$ cat src/rtl/ram_arbiter_if.sv
// Requester-side handshake bundle for ram_arbiter.
// Port 0 is the CPU load/store unit and port 1 the debug/DMA loader.
interface ram_arbiter_if;
    logic        req0;
    logic        req1;
    logic        we0;
    logic        we1;
    logic [15:0] addr0;
    logic [15:0] addr1;
    logic [15:0] wdata0;
    logic [15:0] wdata1;
    logic        gnt0;
    logic        gnt1;
    logic        done0;
    logic        done1;
    logic [15:0] rdata;
    logic        err;

    modport master (
        output req0, req1, we0, we1, addr0, addr1, wdata0, wdata1,
        input  gnt0, gnt1, done0, done1, rdata, err
    );

    modport slave (
        input  req0, req1, we0, we1, addr0, addr1, wdata0, wdata1,
        output gnt0, gnt1, done0, done1, rdata, err
    );
endinterface

$ cat src/rtl/ram_arbiter.sv
// Two-port round-robin arbiter and single-cycle access sequencer for the
// 16-bit data RAM: accept, one-cycle RAM access, one-cycle completion pulse.
module ram_arbiter #(
    parameter logic [15:0] ADDR_MAX = 16'd14
) (
    input  logic          clk,
    input  logic          rst_n,
    ram_arbiter_if.slave  bus,
    output logic          ram_cs,
    output logic          ram_rw_,
    output logic [15:0]   ram_addr,
    output logic [15:0]   ram_wdata,
    input  logic [15:0]   ram_rdata
);

    typedef enum logic [1:0] {
        IDLE   = 2'd0,
        ACCESS = 2'd1,
        RESP   = 2'd2
    } state_t;

    state_t      state;
    logic        prio;
    logic        owner;
    logic        done0_q;
    logic        done1_q;
    logic        err_q;
    logic [15:0] rdata_q;

    logic        gnt0;
    logic        gnt1;
    logic        accept;
    logic        sel_we;
    logic [15:0] sel_addr;
    logic [15:0] sel_wdata;

    // Grant is combinational so the requester sees it in the accept cycle;
    // gating with rst_n keeps both grants low throughout reset.
    always_comb begin
        // NOTE: every output of a combinational block gets a default first,
        // otherwise an unassigned path infers a latch.
        gnt0 = 1'b0;
        gnt1 = 1'b0;
        if (rst_n && state == IDLE) begin
            if (bus.req0 && (!bus.req1 || !prio)) begin
                gnt0 = 1'b1;
            end else if (bus.req1) begin
                gnt1 = 1'b1;
            end
        end
    end

    assign accept    = gnt0 | gnt1;
    assign sel_we    = gnt1 ? bus.we1    : bus.we0;
    assign sel_addr  = gnt1 ? bus.addr1  : bus.addr0;
    assign sel_wdata = gnt1 ? bus.wdata1 : bus.wdata0;

    assign bus.gnt0  = gnt0;
    assign bus.gnt1  = gnt1;
    assign bus.done0 = done0_q;
    assign bus.done1 = done1_q;
    assign bus.err   = err_q;
    assign bus.rdata = rdata_q;

    // The RAM bus registers double as the latched request fields: they are
    // loaded on accept and are only non-idle while in ACCESS, so an async
    // reset drops ram_cs immediately.
    // NOTE: all state here uses non-blocking assignments so every register
    // samples pre-edge values regardless of statement order.
    always_ff @(posedge clk or negedge rst_n) begin
        if (!rst_n) begin
            state     <= IDLE;
            prio      <= 1'b0;
            owner     <= 1'b0;
            done0_q   <= 1'b0;
            done1_q   <= 1'b0;
            err_q     <= 1'b0;
            rdata_q   <= 16'h0000;
            ram_cs    <= 1'b0;
            ram_rw_   <= 1'b1;
            ram_addr  <= 16'h0000;
            ram_wdata <= 16'h0000;
        end else begin
            done0_q <= 1'b0;
            done1_q <= 1'b0;
            case (state)
                IDLE: begin
                    if (accept) begin
                        owner <= gnt1;
                        prio  <= ~gnt1;
                        if (sel_addr <= ADDR_MAX) begin
                            state     <= ACCESS;
                            ram_cs    <= 1'b1;
                            ram_rw_   <= ~sel_we;
                            ram_addr  <= sel_addr;
                            ram_wdata <= sel_wdata;
                        end else begin
                            // Out-of-range word: skip the RAM entirely.
                            state   <= RESP;
                            err_q   <= 1'b1;
                            rdata_q <= 16'h0000;
                            done0_q <= ~gnt1;
                            done1_q <= gnt1;
                        end
                    end
                end
                ACCESS: begin
                    state     <= RESP;
                    if (ram_rw_) begin
                        rdata_q <= ram_rdata;
                    end
                    err_q     <= 1'b0;
                    done0_q   <= ~owner;
                    done1_q   <= owner;
                    ram_cs    <= 1'b0;
                    ram_rw_   <= 1'b1;
                    ram_addr  <= 16'h0000;
                    ram_wdata <= 16'h0000;
                end
                RESP: begin
                    state <= IDLE;
                    err_q <= 1'b0;
                end
                default: begin
                    state <= IDLE;
                end
            endcase
        end
    end

endmodule

$ cat src/flat_wrapper.sv
// flat-port wrapper written by rule: the top's interface ports become plain ports
module ram_arbiter_flat 
#(
    parameter logic [15:0] ADDR_MAX = 16'd14
)
  (clk, rst_n, ram_cs, ram_rw_, ram_addr, ram_wdata, ram_rdata, bus_req0, bus_req1, bus_we0, bus_we1, bus_addr0, bus_addr1, bus_wdata0, bus_wdata1, bus_gnt0, bus_gnt1, bus_done0, bus_done1, bus_rdata, bus_err);
  ram_arbiter_if bus_i ();
  input  logic clk;
  input  logic rst_n;
  output logic ram_cs;
  output logic ram_rw_;
  output logic [15:0] ram_addr;
  output logic [15:0] ram_wdata;
  input  logic [15:0] ram_rdata;
  input wire logic [$bits(bus_i.req0)-1:0] bus_req0;
  input wire logic [$bits(bus_i.req1)-1:0] bus_req1;
  input wire logic [$bits(bus_i.we0)-1:0] bus_we0;
  input wire logic [$bits(bus_i.we1)-1:0] bus_we1;
  input wire logic [$bits(bus_i.addr0)-1:0] bus_addr0;
  input wire logic [$bits(bus_i.addr1)-1:0] bus_addr1;
  input wire logic [$bits(bus_i.wdata0)-1:0] bus_wdata0;
  input wire logic [$bits(bus_i.wdata1)-1:0] bus_wdata1;
  output wire logic [$bits(bus_i.gnt0)-1:0] bus_gnt0;
  output wire logic [$bits(bus_i.gnt1)-1:0] bus_gnt1;
  output wire logic [$bits(bus_i.done0)-1:0] bus_done0;
  output wire logic [$bits(bus_i.done1)-1:0] bus_done1;
  output wire logic [$bits(bus_i.rdata)-1:0] bus_rdata;
  output wire logic [$bits(bus_i.err)-1:0] bus_err;
  assign bus_i.req0 = bus_req0;
  assign bus_i.req1 = bus_req1;
  assign bus_i.we0 = bus_we0;
  assign bus_i.we1 = bus_we1;
  assign bus_i.addr0 = bus_addr0;
  assign bus_i.addr1 = bus_addr1;
  assign bus_i.wdata0 = bus_wdata0;
  assign bus_i.wdata1 = bus_wdata1;
  assign bus_gnt0 = bus_i.gnt0;
  assign bus_gnt1 = bus_i.gnt1;
  assign bus_done0 = bus_i.done0;
  assign bus_done1 = bus_i.done1;
  assign bus_rdata = bus_i.rdata;
  assign bus_err = bus_i.err;
  ram_arbiter #(.ADDR_MAX(ADDR_MAX)) u_core (.clk(clk), .rst_n(rst_n), .bus(bus_i), .ram_cs(ram_cs), .ram_rw_(ram_rw_), .ram_addr(ram_addr), .ram_wdata(ram_wdata), .ram_rdata(ram_rdata));
endmodule
$ cat config.mk
export PLATFORM = sky130hd
export DESIGN_NAME = ram_arbiter_flat
export DESIGN_NICKNAME = d
export VERILOG_FILES = /design/src/rtl/ram_arbiter_if.sv /design/src/rtl/ram_arbiter.sv /design/src/flat_wrapper.sv
export SDC_FILE = /design/constraint.sdc
export NUM_CORES = 1
export LEC_CHECK = 0
export BUFFER_PORTS_ARGS = -buffer_cell sky130_fd_sc_hd__buf_2
export CAP_MARGIN = 20
export CORE_MARGIN = 3
export CORE_UTILIZATION = 50
export DETAILED_ROUTE_END_ITERATION = 6
export HOLD_SLACK_MARGIN = 0.12
export PLACE_DENSITY = 0.95
export SLEW_MARGIN = 30
export SYNTH_ARGS = -nofsm -noshare
export SYNTH_HDL_FRONTEND = slang
export SYNTH_SLANG_ARGS = --single-unit
$ cat constraint.sdc
create_clock -name clk -period 3 [get_ports clk]
set_input_delay 0.15 -clock clk [delete_from_list [all_inputs] [get_ports clk]]
set_output_delay 0.15 -clock clk [all_outputs]
set_load 0.05 [all_outputs]
## Yosys cells after proc, flatten, opt, wreduce, memory -nomap -nowiden

Cells that the tools add are included.

- Flip-flop bits (word level): 57
- Bits in latches: 0
- RAM bits: 0
- Memory bits (read-only): 0
- Input port bits: 86
- Output and inout port bits: 55
- Word-level logic and storage cells: 71
- Memories: 0

- $add $sub $neg: 0
- $mul: 0
- Div/mod/pow operators: 0
- Order comparisons: 1
- Equal/unequal tests: 6
- Shifts and indexed selects: 0
- Mux-type cells: 36
- Bitwise logic cells: 4
- Reduce and logical (&&, ||, !) cells: 13

Operators with widths:

| operator | number |
|---|---|
| 16-bit two-way mux | 9 |
| 16-bit case mux with 2 select lines | 3 |
| 16-bit by 4-bit less-or-equal comparator with 1-bit output (second input constant) | 1 |
| 1-bit two-way mux | 16 |
| 1-bit case mux with 2 select lines | 5 |
| 3-bit AND reduction | 2 |
| 2-bit two-way mux | 2 |
| 2-bit by 1-bit inequality test with 1-bit output (second input constant) | 2 |
| 2-bit inequality test (second input constant) | 2 |
| 2-bit case mux with 2 select lines | 1 |
| 4-bit AND reduction | 1 |
| 2-bit nonzero test | 2 |
| 1-bit NOT | 3 |
| 2-bit by 1-bit == test with 1-bit output (second input constant) | 1 |
| 2-bit == test (second input constant) | 1 |
| 1-bit logical AND | 2 |
| 1-bit zero test | 2 |
| 2-bit zero test | 1 |
| 2-bit AND reduction | 1 |
| 2-bit OR reduction | 1 |
| 1-bit logical OR | 1 |
| 1-bit OR | 1 |

## Depth between registers and ports, before layout

- Depth after elaboration: 10
- Depth in mapped cells: 9
- Gate-level depth less buffers: 8

## Least setup slack after synthesis

Ideal clock, no wire load.

- Kind: register to register
- From: register u_core.state[0]
- To: register u_core.ram_wdata[4]
- Library setup time: 0.136 ns
- Arrival time: 1.684 ns
- Data required time: 2.864 ns
- Setup slack: 1.180 ns
- Cell stages (with the launch flop): 9
- Buffers on the path: 2
- Period minus slack after synthesis: 1.820 ns
- Cell sequence: dfrtp_1 inv_1 ha_1 nand3_2 a21o_1 buf_4 o22ai_4 buf_2 a211oi_1

- Cells in the longest elaborated chain, start to end: 7
- Elaborated cells between the ends (all ways): 16
- Those cells by class: order compare: 1; eq/ne: 3; mux: 7; bitwise: 1; reduce/logical: 4

RTL lines:

| what | RTL line | source |
|---|---|---|
| start: declaration | ram_arbiter.sv:22 | `state_t state;` |
| start signal: assignment | ram_arbiter.sv:72 | `state <= IDLE;` |
| start signal: assignment | ram_arbiter.sv:92 | `state <= ACCESS;` |
| start signal: assignment | ram_arbiter.sv:99 | `state <= RESP;` |
| 2-bit zero test | ram_arbiter.sv:44, ram_arbiter.sv:86 |  |
| 1-bit logical AND | ram_arbiter.sv:44 | `if (rst_n && state == IDLE) begin` |
| 1-bit two-way mux | ram_arbiter.sv:44 |  |
| 16-bit two-way mux (on tied branches) | ram_arbiter.sv:55, ram_arbiter.sv:56 |  |
| 16-bit by 4-bit less-or-equal comparator with 1-bit output or 16-bit two-way mux (tied branches) | ram_arbiter.sv:91 | `if (sel_addr <= ADDR_MAX) begin` |
| 2-bit inequality test (no source line) or 16-bit two-way mux (tied branches) | -- |  |
| 3-bit AND reduction (no source line) or 16-bit case mux with 2 select lines (tied branches) | -- |  |
| end signal: assignment | ram_arbiter.sv:96 | `ram_wdata <= sel_wdata;` |
| end: declaration | ram_arbiter.sv:12 | `output logic [15:0] ram_wdata,` |

Several ways; a longest one is shown, not always the timed one. The select of a mux whose other input is x is not followed.
A chain may end at the register's enable or synchronous reset.

## Worst setup path after layout

- From: input rst_n
- To: register u_core.ram_wdata[5]

- Cells in the longest elaborated chain, start to end: 6
- Elaborated cells between the ends (all ways): 13
- Those cells by class: order compare: 1; eq/ne: 2; mux: 7; bitwise: 1; reduce/logical: 2

RTL lines:

| what | RTL line | source |
|---|---|---|
| start: declaration | flat_wrapper.sv:9 | `input logic rst_n;` |
| 1-bit logical AND (*) | ram_arbiter.sv:44 |  |
| 1-bit two-way mux | ram_arbiter.sv:44 |  |
| 16-bit two-way mux (on tied branches) | ram_arbiter.sv:55, ram_arbiter.sv:56 |  |
| 16-bit by 4-bit less-or-equal comparator with 1-bit output or 16-bit two-way mux (tied branches) | ram_arbiter.sv:91 |  |
| 2-bit inequality test (no source line) or 16-bit two-way mux (tied branches) | -- |  |
| 3-bit AND reduction (no source line) or 16-bit case mux with 2 select lines (tied branches) | -- |  |

Mark *: on every way between the ends. The rest lies on a longest branch, timed or not. The select of a mux whose other input is x is not followed.

==> impl_metrics.json <==
{
  "rsz0062_at_grt": "no",
  "nFillCells": 405,
  "cp.required_ps": 3240,
  "yosysWarningCount": 0,
  "clkTransAtPathRegs_ps": 60,
  "grtUsageMet1_pct": 29.9,
  "p_per_area_nw_per_um2": 715,
  "wl_per_cell_um": 16.7,
  "vias_per_cell": 5.81,
  "maxCapViolCount": 0,
  "synthesis.nets": 389,
  "holdPathEnd": "u_core.bus.rdata[15]$_DFFE_PN0P_",
  "drt_pass1_iterations": 5,
  "grt_pass1_wl_mm": 14.5,
  "syn-instance-count": 301,
  "grt_util_all_layers_pct": 25.5,
  "whs_path_depth": 3,
  "tightest_slew_ps": 872,
  "crit_path_start_kind": "input port",
  "antenna_found_initial": 0,
  "insertion_delay_ps": 330,
  "yosys.area.top_type": "dfrtp_1",
  "hold_path_class": "input port to register",
  "power_leakage_nw": 2.11,
  "drv_slew": 0,
  "path_max_fanout": 41,
  "worstReg2RegStart": "u_core.state[0]$_DFFE_PN0N_",
  "endpoint_kind": "register",
  "seq_area_frac_synth_pct": 47.2,
  "multiInputGateArea_um2": 1420,
  "die-height_um": 83.7,
  "skew_ps": 9.93,
  "synth_top_cell_area_share_pct": 46.4,
  "yosys.cell_types.count": 34,
  "critPathArrivalTime_ps": 2830,
  "cts_resized": 0,
  "io_pins": 141,
  "postSynthAreaPerCell_um2": 10.0,
  "layout-drive-gt1-share_pct": 42.0,
  "root_buffer": "clkbuf_8",
  "max_freq_mhz": 386,
  "busiest_layer": "met2",
  "num_rows": 27,
  "syn_area_um2": 3020,
  "numPortBuffers": 140,
  "met3_usage_pct": 5.43,
  "hp-start": "ram_rdata[15]",
  "nNetsFinal": 535,
  "diodes": 0,
  "fp.dieW_um": 83.7,
  "wirelength_mm": 8.76,
  "regArea_um2": 1430,
  "cts_made_buffers": 9,
  "vias": 3046,
  "overflow": 0,
  "status": "complete, no violations",
  "timing.final.hold_violations": 0,
  "finalSetupTns_ps": 0,
  "r2r_end": "u_core.ram_wdata[5]$_DFFE_PN0P_",
  "grt_max_degree": 42,
  "setup_ws_ps": 408,
  "synthToLayoutAreaGrowth_pct": 34.0,
  "core_area_um2": 5680,
  "route.detailed.drc": 0,
  "worst-setup-path-type": "input port to register",
  "die_area_um2": 7010,
  "start_util_pct": 53.2,
  "peakVddDrop_v": 0.000395,
  "cts-htree-levels": 3,
  "synth_area_leaders": "dfrtp_1, a211oi_2, mux2i_1, a21oi_1, nand2_1",
  "cts_tree": "built",
  "gr-usage-met2_pct": 44.5,
  "max-slew-margin-rel_pct": 41.9,
  "final_antenna_net_count": 0,
  "synth-seq-cells": 57,
  "instances_no_fill": 524,
  "drt_iter0_markers": 238,
  "cts_buffer_depth": 2,
  "first_global_vias": 3005,
  "reg2reg_depth": 9,
  "totalPowerFinal_w": 0.00289,
  "timing.final.crit_share_pct": 86.4,
  "period_needed_ps": 2590,
  "ff2ff_setup_slack_ps": 580,
  "place_inst": 495,
  "preCtsSetupSlack_ps": 620,
  "cts_sinks": 57,
  "setup_viol": 0,
  "gp_congestion": 0.828,
  "hpwl_mm": 6.06
}
[placed cells by master (no fill, tap or decap), drive strengths merged, types with 2 or more instances in the layout]
cell,instances
nand4,4
nor2,2
clkbuf,14
dlygate4sd3,13
dfrtp,56
nand2,39
a211oi,20
mux2i,21
nand3,20
ha,2
and3,12
a21oi,35
buf,146
o21ai,24
nor4,6
inv,7
o211ai,18
a21o,2
[where the power goes]
group	total, W	switching, W	leakage [nW]	internal, W
Clock	0.000752	0.000301	0.107	0.000451
Sequential	0.00103	0.000127	0.775	0.000900
Combinational	0.00112	0.000795	1.22	0.000320
Total	0.00289	0.00122	2.11	0.00167
[logic make-up (layout without fill, tap and decap cells)]
group	count (synthesis)	count (layout)	synth area share [%]
compound gates	104	104	25.0
simple gates	86	86	14.2
flops	57	57	47.2
buf+inv	31	182	5.76
mux	21	21	6.96
fa+ha+maj	2	2	0.828
[critical path: stages]
cell	delay, ps
dlygate4sd3_1	540
buf_2	400
nand3_2	160
a21o_1	230
buf_4	250
o22ai_4	190
buf_4	460
o21ai_1	160
a211oi_2	250
[state kept, by name (all words and copies together) (netlist names), 2 cells and up]
name / count
u_core.bus.rdata: 16
u_core.state: 2
u_core.ram_addr: 16
u_core.ram_wdata: 16
[synth_stat cells]
library cell / instances
o21ai_1: 23
o21ai_0: 1
nand3_2: 1
a31oi_1: 1
dfrtp_1: 56
a22oi_4: 1
and3_1: 12
dfstp_2: 1
nand4_2: 1
mux2i_1: 21
nand3_1: 19
nor2_1: 1
buf_4: 3
buf_2: 7
and2_1: 1
inv_2: 3
o22a_2: 1
nor4_1: 6
buf_6: 5
inv_1: 4
nor2b_1: 1
o22ai_4: 1
nand2_1: 39
a21boi_1: 1
nand4_1: 3
a21o_1: 2
ha_1: 2
a21oi_1: 35
nor2_4: 1
clkbuf_1: 9
a211oi_2: 19
o211ai_1: 18
a211oi_1: 1
nand2b_1: 1
[stage by stage]
stage / area [um2] / hold WS [ps] / util (%)
after floorplan: 3020 / -146 / -
after global placement: 3710 / 107 / 65.4
after detailed placement: 3710 / 118 / 65.4
after CTS: 4050 / 121 / 71.4
after global routing: 4050 / 126 / 71.4
final: 4050 / 128 / 71.4
[per-layer routing]
layer,vias to the layer above,part of all wire (%)
met5,-,0
met4,0,2.3
met3,19,7.5
met2,158,52
met1,1469,38
li1,1400,-
[how the worst max path moves through the flow]
| stage | slack [ps] | cells after the start | endpoint | start |
|---|---|---|---|---|
| 4_1_cts | 400 | 9 | u_core.ram_wdata[5]$_DFFE_PN0P_ | rst_n |
| 3_3_place_gp | 800 | 6 | u_core.bus.rdata[13]$_DFFE_PN0P_ | u_core.state[1]$_DFFE_PN0N_ |
| 6_report | 410 | 9 | u_core.ram_wdata[5]$_DFFE_PN0P_ | rst_n |
| 5_1_grt | 210 | 9 | u_core.ram_wdata[5]$_DFFE_PN0P_ | rst_n |
| 3_5_place_dp | 620 | 9 | u_core.ram_wdata[5]$_DFFE_PN0P_ | u_core.state[1]$_DFFE_PN0N_ |
| 2_1_floorplan | 1180 | 8 | u_core.ram_wdata[4]$_DFFE_PN0P_ | u_core.state[0]$_DFFE_PN0N_ |
[timing repair]
item | 4_1_cts | 5_1_grt
hold buffers | 13 | 0
buffers inserted | 0 | 0
hold endpoints to repair | 28 | 0
[final cells by class]
type / count / share of cell area, %
Tap cell: 72 / 2.22
Inverter: 7 / 0.649
Timing Repair Buffer: 159 / 21.6
Multi-Input combinational cell: 213 / 35.1
Clock inverter: 2 / 0.865
Clock buffer: 14 / 4.26
Sequential cell: 57 / 35.2
Power figures use the tool's default switching activity.
